`src/rtl/lcd_pkg.sv`:
```
// Shared definitions for the character-LCD write-stream receiver:
// bus widths, DDRAM geometry, command codes, FSM states and address helpers.
package lcd_pkg;

  localparam int unsigned DATA_W = 8;
  localparam int unsigned AC_W   = 7;
  localparam int unsigned IDX_W  = 5;
  localparam int unsigned DROP_W = 8;

  localparam logic [AC_W-1:0] LINE1_BASE = 7'h00;
  localparam logic [AC_W-1:0] LINE2_BASE = 7'h40;
  localparam int unsigned     LINE_LEN   = 16;
  localparam int unsigned     CELLS      = 32;
  localparam logic [AC_W-1:0] LINE1_LAST = LINE1_BASE + AC_W'(LINE_LEN - 1);
  localparam logic [AC_W-1:0] LINE2_LAST = LINE2_BASE + AC_W'(LINE_LEN - 1);

  localparam logic [DATA_W-1:0] BLANK = 8'h20;

  // Command codes; each command is identified by its highest set bit.
  localparam logic [DATA_W-1:0] CMD_SET_DDRAM = 8'h80;
  localparam logic [DATA_W-1:0] CMD_SET_CGRAM = 8'h40;
  localparam logic [DATA_W-1:0] CMD_FUNC_SET  = 8'h20;
  localparam logic [DATA_W-1:0] CMD_SHIFT     = 8'h10;
  localparam logic [DATA_W-1:0] CMD_DISPLAY   = 8'h08;
  localparam logic [DATA_W-1:0] CMD_ENTRY     = 8'h04;
  localparam logic [DATA_W-1:0] CMD_HOME      = 8'h02;
  localparam logic [DATA_W-1:0] CMD_CLEAR     = 8'h01;

  localparam int unsigned DISP_D_BIT   = 2;
  localparam int unsigned ENTRY_ID_BIT = 1;

  typedef enum logic {
    ST_IDLE,
    ST_CLEAR
  } state_e;

  typedef enum logic [2:0] {
    CMDK_NONE,
    CMDK_SET_DDRAM,
    CMDK_DISPLAY,
    CMDK_ENTRY,
    CMDK_HOME,
    CMDK_CLEAR
  } cmd_e;

  // Priority decode of a command byte by its highest set bit.
  function automatic cmd_e decode_cmd(input logic [DATA_W-1:0] d);
    cmd_e k;
    k = CMDK_NONE;
    if (|(d & CMD_SET_DDRAM))                               k = CMDK_SET_DDRAM;
    else if (|(d & (CMD_SET_CGRAM | CMD_FUNC_SET | CMD_SHIFT))) k = CMDK_NONE;
    else if (|(d & CMD_DISPLAY))                            k = CMDK_DISPLAY;
    else if (|(d & CMD_ENTRY))                              k = CMDK_ENTRY;
    else if (|(d & CMD_HOME))                               k = CMDK_HOME;
    else if (|(d & CMD_CLEAR))                              k = CMDK_CLEAR;
    return k;
  endfunction

  // DDRAM address to cell index: {AC[6], AC[3:0]}.
  function automatic logic [IDX_W-1:0] ac_to_idx(input logic [AC_W-1:0] ac);
    return IDX_W'(((ac >> 2) & 7'h10) | (ac & 7'h0F));
  endfunction

  // Only 0x00-0x0F and 0x40-0x4F map to visible cells.
  function automatic logic ddram_addr_ok(input logic [AC_W-1:0] a);
    return (a & 7'h30) == 7'h00;
  endfunction

endpackage

```
`src/rtl/lcd_char_receiver_if.sv`:
```
// LCD write bus plus the receiver's read port and status outputs.
interface lcd_char_receiver_if;
  import lcd_pkg::*;

  logic              RW_INPUT;
  logic              RS_INPUT;
  logic [DATA_W-1:0] DATA_INPUT;
  logic [IDX_W-1:0]  RD_ADDR;
  logic [DATA_W-1:0] RD_CHAR;
  logic [AC_W-1:0]   AC;
  logic              BUSY;
  logic              DISPLAY_ON;
  logic              FRAME_PULSE;
  logic              ILLEGAL;
  logic [DROP_W-1:0] DROP_CNT;

  modport master (
    output RW_INPUT, RS_INPUT, DATA_INPUT, RD_ADDR,
    input  RD_CHAR, AC, BUSY, DISPLAY_ON, FRAME_PULSE, ILLEGAL, DROP_CNT
  );

  modport slave (
    input  RW_INPUT, RS_INPUT, DATA_INPUT, RD_ADDR,
    output RD_CHAR, AC, BUSY, DISPLAY_ON, FRAME_PULSE, ILLEGAL, DROP_CNT
  );

endinterface

```
`src/rtl/lcd_ac_step.sv`:
```
// Next DDRAM address after a data write, for either entry direction,
// wrapping between the two visible lines.
module lcd_ac_step
  import lcd_pkg::*;
(
  input  logic [AC_W-1:0] i_ac,
  input  logic            i_inc,
  output logic [AC_W-1:0] o_ac_nxt_c
);

  always_comb begin
    o_ac_nxt_c = i_ac;
    if (i_inc) begin
      if (i_ac == LINE1_LAST)      o_ac_nxt_c = LINE2_BASE;
      else if (i_ac == LINE2_LAST) o_ac_nxt_c = LINE1_BASE;
      else                         o_ac_nxt_c = i_ac + AC_W'(1);
    end else begin
      if (i_ac == LINE1_BASE)      o_ac_nxt_c = LINE2_LAST;
      else if (i_ac == LINE2_BASE) o_ac_nxt_c = LINE1_LAST;
      else                         o_ac_nxt_c = i_ac - AC_W'(1);
    end
  end

endmodule

```
`src/rtl/lcd_char_receiver.sv`:
```
// Decodes the character-LCD write stream into a 32-cell DDRAM image with
// address counter, clear sweep, status flags and a registered read port.
module lcd_char_receiver
  import lcd_pkg::*;
#(
  parameter int unsigned CLEAR_CYCLES = 32
) (
  input  logic                CLK,
  input  logic                RESET,
  lcd_char_receiver_if.slave  lcd
);

  localparam int unsigned CNT_W = $clog2(CLEAR_CYCLES);

  state_e            r_state;
  state_e            w_state_nxt;
  logic [CNT_W-1:0]  r_busy_cnt;
  logic [DATA_W-1:0] r_ddram [CELLS];
  logic [AC_W-1:0]   r_ac;
  logic              r_id;
  logic [DATA_W-1:0] r_rd_char;
  logic              r_busy;
  logic              r_display_on;
  logic              r_frame_pulse;
  logic              r_illegal;
  logic [DROP_W-1:0] r_drop_cnt;

  logic              w_wr_evt;
  logic              w_idle;
  logic              w_data_wr;
  logic              w_cmd_wr;
  logic              w_start_clear;
  logic              w_sweep_done;
  cmd_e              w_cmd;
  logic [AC_W-1:0]   w_ac_step;

  assign w_wr_evt      = !lcd.RW_INPUT;
  assign w_idle        = (r_state == ST_IDLE);
  assign w_data_wr     = w_wr_evt && lcd.RS_INPUT && w_idle;
  assign w_cmd_wr      = w_wr_evt && !lcd.RS_INPUT && w_idle;
  assign w_cmd         = decode_cmd(lcd.DATA_INPUT);
  assign w_start_clear = w_cmd_wr && (w_cmd == CMDK_CLEAR);
  assign w_sweep_done  = (r_state == ST_CLEAR) &&
                         (r_busy_cnt == CNT_W'(CLEAR_CYCLES - 1));

  lcd_ac_step u_ac_step (
    .i_ac       (r_ac),
    .i_inc      (r_id),
    .o_ac_nxt_c (w_ac_step)
  );

  always_ff @(posedge CLK) begin
    if (!RESET) r_state <= ST_IDLE;
    else        r_state <= w_state_nxt;
  end

  always_comb begin
    w_state_nxt = r_state;
    case (r_state)
      ST_IDLE:  if (w_start_clear) w_state_nxt = ST_CLEAR;
      ST_CLEAR: if (w_sweep_done)  w_state_nxt = ST_IDLE;
      default:  w_state_nxt = ST_IDLE;
    endcase
  end

  // DDRAM image, address counter, sweep counter and status flags.
  always_ff @(posedge CLK) begin
    if (!RESET) begin
      for (int i = 0; i < int'(CELLS); i++) r_ddram[i] <= BLANK;
      r_ac          <= LINE1_BASE;
      r_id          <= 1'b1;
      r_rd_char     <= BLANK;
      r_busy        <= 1'b0;
      r_busy_cnt    <= '0;
      r_display_on  <= 1'b0;
      r_frame_pulse <= 1'b0;
      r_illegal     <= 1'b0;
      r_drop_cnt    <= '0;
    end else begin
      r_frame_pulse <= 1'b0;
      r_rd_char     <= r_ddram[lcd.RD_ADDR];

      if (r_state == ST_CLEAR) begin
        // Sweep blanks one cell per busy cycle; bus writes are discarded.
        if (32'(r_busy_cnt) < CELLS) r_ddram[r_busy_cnt[IDX_W-1:0]] <= BLANK;
        r_busy_cnt <= r_busy_cnt + CNT_W'(1);
        if (w_sweep_done) r_busy <= 1'b0;
        if (w_wr_evt && (r_drop_cnt != '1)) r_drop_cnt <= r_drop_cnt + DROP_W'(1);
      end

      if (w_data_wr) begin
        r_ddram[ac_to_idx(r_ac)] <= lcd.DATA_INPUT;
        r_ac                     <= w_ac_step;
        r_frame_pulse            <= (r_ac == LINE2_LAST);
      end

      if (w_cmd_wr) begin
        case (w_cmd)
          CMDK_SET_DDRAM: begin
            if (ddram_addr_ok(lcd.DATA_INPUT[AC_W-1:0])) r_ac <= lcd.DATA_INPUT[AC_W-1:0];
            else                                          r_illegal <= 1'b1;
          end
          CMDK_DISPLAY: r_display_on <= lcd.DATA_INPUT[DISP_D_BIT];
          CMDK_ENTRY:   r_id         <= lcd.DATA_INPUT[ENTRY_ID_BIT];
          CMDK_HOME:    r_ac         <= LINE1_BASE;
          CMDK_CLEAR: begin
            r_ac       <= LINE1_BASE;
            r_id       <= 1'b1;
            r_busy     <= 1'b1;
            r_busy_cnt <= '0;
          end
          default: ;
        endcase
      end
    end
  end

  assign lcd.RD_CHAR     = r_rd_char;
  assign lcd.AC          = r_ac;
  assign lcd.BUSY        = r_busy;
  assign lcd.DISPLAY_ON  = r_display_on;
  assign lcd.FRAME_PULSE = r_frame_pulse;
  assign lcd.ILLEGAL     = r_illegal;
  assign lcd.DROP_CNT    = r_drop_cnt;

endmodule

```
`src/flat_wrapper.sv`:
```
// flat-port wrapper written by rule: the top's interface ports become plain ports
module lcd_char_receiver_flat import lcd_pkg::*;
#(
  parameter int unsigned CLEAR_CYCLES = 32
)
  (CLK, RESET, lcd_RW_INPUT, lcd_RS_INPUT, lcd_DATA_INPUT, lcd_RD_ADDR, lcd_RD_CHAR, lcd_AC, lcd_BUSY, lcd_DISPLAY_ON, lcd_FRAME_PULSE, lcd_ILLEGAL, lcd_DROP_CNT);
  lcd_char_receiver_if lcd_i ();
  input  logic CLK;
  input  logic RESET;
  input wire logic [$bits(lcd_i.RW_INPUT)-1:0] lcd_RW_INPUT;
  input wire logic [$bits(lcd_i.RS_INPUT)-1:0] lcd_RS_INPUT;
  input wire logic [$bits(lcd_i.DATA_INPUT)-1:0] lcd_DATA_INPUT;
  input wire logic [$bits(lcd_i.RD_ADDR)-1:0] lcd_RD_ADDR;
  output wire logic [$bits(lcd_i.RD_CHAR)-1:0] lcd_RD_CHAR;
  output wire logic [$bits(lcd_i.AC)-1:0] lcd_AC;
  output wire logic [$bits(lcd_i.BUSY)-1:0] lcd_BUSY;
  output wire logic [$bits(lcd_i.DISPLAY_ON)-1:0] lcd_DISPLAY_ON;
  output wire logic [$bits(lcd_i.FRAME_PULSE)-1:0] lcd_FRAME_PULSE;
  output wire logic [$bits(lcd_i.ILLEGAL)-1:0] lcd_ILLEGAL;
  output wire logic [$bits(lcd_i.DROP_CNT)-1:0] lcd_DROP_CNT;
  assign lcd_i.RW_INPUT = lcd_RW_INPUT;
  assign lcd_i.RS_INPUT = lcd_RS_INPUT;
  assign lcd_i.DATA_INPUT = lcd_DATA_INPUT;
  assign lcd_i.RD_ADDR = lcd_RD_ADDR;
  assign lcd_RD_CHAR = lcd_i.RD_CHAR;
  assign lcd_AC = lcd_i.AC;
  assign lcd_BUSY = lcd_i.BUSY;
  assign lcd_DISPLAY_ON = lcd_i.DISPLAY_ON;
  assign lcd_FRAME_PULSE = lcd_i.FRAME_PULSE;
  assign lcd_ILLEGAL = lcd_i.ILLEGAL;
  assign lcd_DROP_CNT = lcd_i.DROP_CNT;
  lcd_char_receiver #(.CLEAR_CYCLES(CLEAR_CYCLES)) u_core (.CLK(CLK), .RESET(RESET), .lcd(lcd_i));
endmodule
```
`config.mk`:
```
export PLATFORM = sky130hd
export DESIGN_NAME = lcd_char_receiver_flat
export DESIGN_NICKNAME = d
export VERILOG_FILES = /design/src/rtl/lcd_pkg.sv /design/src/rtl/lcd_char_receiver_if.sv /design/src/rtl/lcd_ac_step.sv /design/src/rtl/lcd_char_receiver.sv /design/src/flat_wrapper.sv
export SDC_FILE = /design/constraint.sdc
export NUM_CORES = 1
export LEC_CHECK = 0
export CELL_PAD_IN_SITES_DETAIL_PLACEMENT = 0
export CELL_PAD_IN_SITES_GLOBAL_PLACEMENT = 1
export CORE_ASPECT_RATIO = 0.5
export CORE_MARGIN = 2
export CORE_UTILIZATION = 26
export DETAILED_ROUTE_END_ITERATION = 8
export PLACE_DENSITY = 0.52
export SLEW_MARGIN = 20
export SYNTH_ARGS = -nofsm -noshare
export SYNTH_HDL_FRONTEND = slang
export SYNTH_SLANG_ARGS = --single-unit
```
`constraint.sdc`:
```
create_clock -name CLK -period 6.4 [get_ports CLK]
set_clock_uncertainty 0.15 [all_clocks]
set_input_delay 0.96 -clock CLK [delete_from_list [all_inputs] [get_ports CLK]]
set_output_delay 0.96 -clock CLK [all_outputs]
set_load 0.03 [all_outputs]
```
==> results.toml <==
[pwr]
power_density_nw_per_um2 = 280.6
ir_worst_vdd_uv = 196.7
pwr-share-comb_pct = 6.2
sw_frac_of_total_pct = 22.78
power.leakage_nw = 4.796
switchingPower_w = 0.0009688
p_seq_share_pct = 50.2
p_clk_share_pct = 43.6
internal_power_w = 0.003284

[timing]
hold_viol_final = 0
setup_violations = 0
fin_hold_ws_ns = 0.3579
period_share_pct = 62.79
tns_ns = 0
finalWorstSetupSlack_ns = 2.381
maxSlewHeadroom_pct = 33.92
rsz0062_at_grt = "false"
finalCriticalPeriod_ns = 4.019
fmax_mhz = 248.8
maxSlewViolCount = 0
tightest_slew_ns = 0.9892

[setup_path]
cp_common_cell = "nand2_1"
rr_startpoint = "u_core.r_state$_SDFF_PN0_"
crit_buf_inv = 1
arrival_ns = 4.11
cp_cell_sequence = "clkdlybuf4s50_1 -> and4bb_1 -> mux2i_2 -> and2_1 -> nand2_1 -> nand2_1"
startpoint = "lcd_RW_INPUT"
critPathLaunchType = "primary input"
regToRegSetupSlack_ns = 2.75
critPathKind = "in -> reg"
reg2reg_to = "u_core.r_ddram[24][1]$_SDFFCE_PN0P_"
cp_slowest_cell = "and4bb_1"
crit_path_max_incr_delay_ns = 0.75
cp_max_fo = 16
crit_family = "simple AND/OR/NAND/NOR gates"
cp_data_required_time_ns = 6.49
critPathCaptureType = "flip-flop"
reg2reg_depth = 5

[yosys]
syn_nets = 1057
synthCells = 1035
yosysTopAreaCell = "edfxtp_1"
synth-seq-cells = 290
synth.distinct_cells = 55
synth_area_um2 = 13070
synth_common_cells = "nor2_1 (259), edfxtp_1 (256), nand2_1 (80)"
synthArstFlopShare_pct = 0
synth_flop_cell = "edfxtp_1"
synth_edf_count = 256
yosysMostFrequentCell = "nor2_1"
seq_area_frac_synth_pct = 64.02
synth_top_area_share_pct = 58.81
syn-mean-instance-area_um2 = 12.63
yosysWarnings = 0
synth_area_leaders = "edfxtp_1 (59%), mux4_2 (8.3%), nor2_1 (7.4%)"

[routing]
via_per_inst = 4.820
drt_wl_total_mm = 37.12
dr.pass1.iters = 4
drc = 0
vias = 8392
drtIter0Drc = 770
wl_per_cell_um = 21.32
ant_nets = 0

[grt]
grt_max_degree = 61
use_met1_pct = 20.91
met3_usage_pct = 2.562
gr-usage-met2_pct = 22.18
grt_pass1_wl_mm = 55.86
grt_use_total_pct = 14.33
grt_pass1_vias = 8485
antenna_found_initial = 0
grt_overflow_total = 0
grt-busiest-layer = "met2"

[die]
initial_utilization_pct = 26.18
coreArea_um2 = 49930
rows = 58
die_area_um2 = 52190
die_y_um = 162.5
die_width_um = 321.1
ios = 44

[outcome]
status = "complete, no violations"

[place]
dp_hpwl_mm = 24.08
gp_congestion = 0.7778
io_buffers = 43
pre_cts_ws_ns = 1.768

[final_layout]
final_layout_size_suffix_gt1_share_pct = 12.58
diodes = 0
fin_nets = 1078
fillerInstances = 5040
post-route-util_pct = 30.36
synthToLayoutAreaGrowth_pct = 15.96

[flow_run]
max_cap_violations = 0

[clock_network]
clkLatencyLatePin_ns = 0.58
cts.clk_slew.worst_paths_ns = 0.07
cts_made_buffers = 31
cts-root-buf = "clkbuf_16"
hold_buffers = 0
ctsHtreeMaxLevel = 1
cts_tree = "yes"
clock-sinks = 290
ctsResizeCount = 0
clock_path_buffers = 3
post_cts_buffers = 0

[worst_hold_path]
worstHoldPathType = "reg -> reg"
worstHoldStart = "u_core.lcd.ILLEGAL$_SDFFE_PN0P_"
whs_path_depth = 2
whs_endpoint = "u_core.lcd.ILLEGAL$_SDFFE_PN0P_"
-- placed cells by master, fill, tap and decap left out, types with 28 or more instances in the layout --
master / count
nor2_1: 259
edfxtp_1: 256
nand2_1: 80
nand3_1: 48
mux4_2: 48
clkdlybuf4s50_1: 40
mux2i_1: 36
dfxtp_1: 34
clkbuf_16: 31
nor2b_1: 28
-- state kept, by name, summed over array words and instances (netlist names) --
name and cells:
u_core.lcd.AC 7, u_core.lcd.BUSY 1, u_core.lcd.DISPLAY_ON 1, u_core.lcd.DROP_CNT 8, u_core.lcd.FRAME_PULSE 1, u_core.lcd.ILLEGAL 1
u_core.lcd.RD_CHAR 8, u_core.r_busy_cnt 5, u_core.r_ddram 256, u_core.r_id 1, u_core.r_state 1
-- how the worst max path moves through the flow --
stage	depth (start not counted)	slack, ns	endpoint
final	6	2.38	u_core.r_ddram[24][1]$_SDFFCE_PN0P_
after global routing	6	2.17	u_core.r_ddram[1][7]$_SDFFCE_PN0P_
after CTS	6	2.41	u_core.r_ddram[1][7]$_SDFFCE_PN0P_
after detailed placement	6	1.77	u_core.r_ddram[1][0]$_SDFFCE_PN0P_
after global placement	6	1.91	u_core.r_ddram[8][1]$_SDFFCE_PN0P_
after floorplan	8	3.50	u_core.r_ddram[20][0]$_SDFFCE_PN0P_
-- cells by family after synthesis --
| logic type | after synthesis | share of synthesized area, % |
|---|---|---|
| mux | 87 | 11.32 |
| simple gates | 480 | 16.26 |
| fa+ha+maj | 5 | 0.4786 |
| flops | 290 | 64.02 |
| buf+inv | 75 | 2.565 |
| xor+xnor | 12 | 0.8041 |
| compound gates | 86 | 4.547 |
-- metal layers --
layer	wire length, um	share of wire, %
met2	16460	44
met4	764	2.1
met5	0	0
met3	1889	5.1
met1	18010	49
-- worst min-delay path, delay by kind of cell (launching register included) --
| family | cells | cell delay [ns] |
|---|---|---|
| flip-flops | 1 | 0.34 |
| AND/OR/NAND/NOR | 1 | 0.09 |
| AO/OA/AOI/OAI | 1 | 0.04 |
-- per-stage QoR --
step           power, W  area [um^2]  instances
6_report       0.004253        15160       1741
3_5_place_dp   0.002438        14120       1683
3_3_place_gp   0.002435        14120       1683
2_1_floorplan  0.002329        13070       1035
4_1_cts        0.004297        15160       1741
5_1_grt        0.004393        15160       1741
-- power groups by stage --
stage                     Clock [W]  Sequential, W  Combinational [W]
after floorplan                   0        0.00217           0.000158
after global placement            0        0.00217           0.000261
after detailed placement          0        0.00217           0.000263
after CTS                   0.00190        0.00213           0.000264
after global routing        0.00197        0.00214           0.000281
final                       0.00186        0.00213           0.000262
-- area by class of cell --
class,count,area [um^2],area share [%]
Sequential cell,290,8368,55.21
Multi-Input combinational cell,670,4375,28.87
Clock buffer,40,839.6,5.539
Tap cell,660,825.8,5.448
Timing Repair Buffer,57,525.5,3.467
Clock inverter,18,200.2,1.321
Inverter,6,22.52,0.1486
Power figures use the tool's default switching activity.
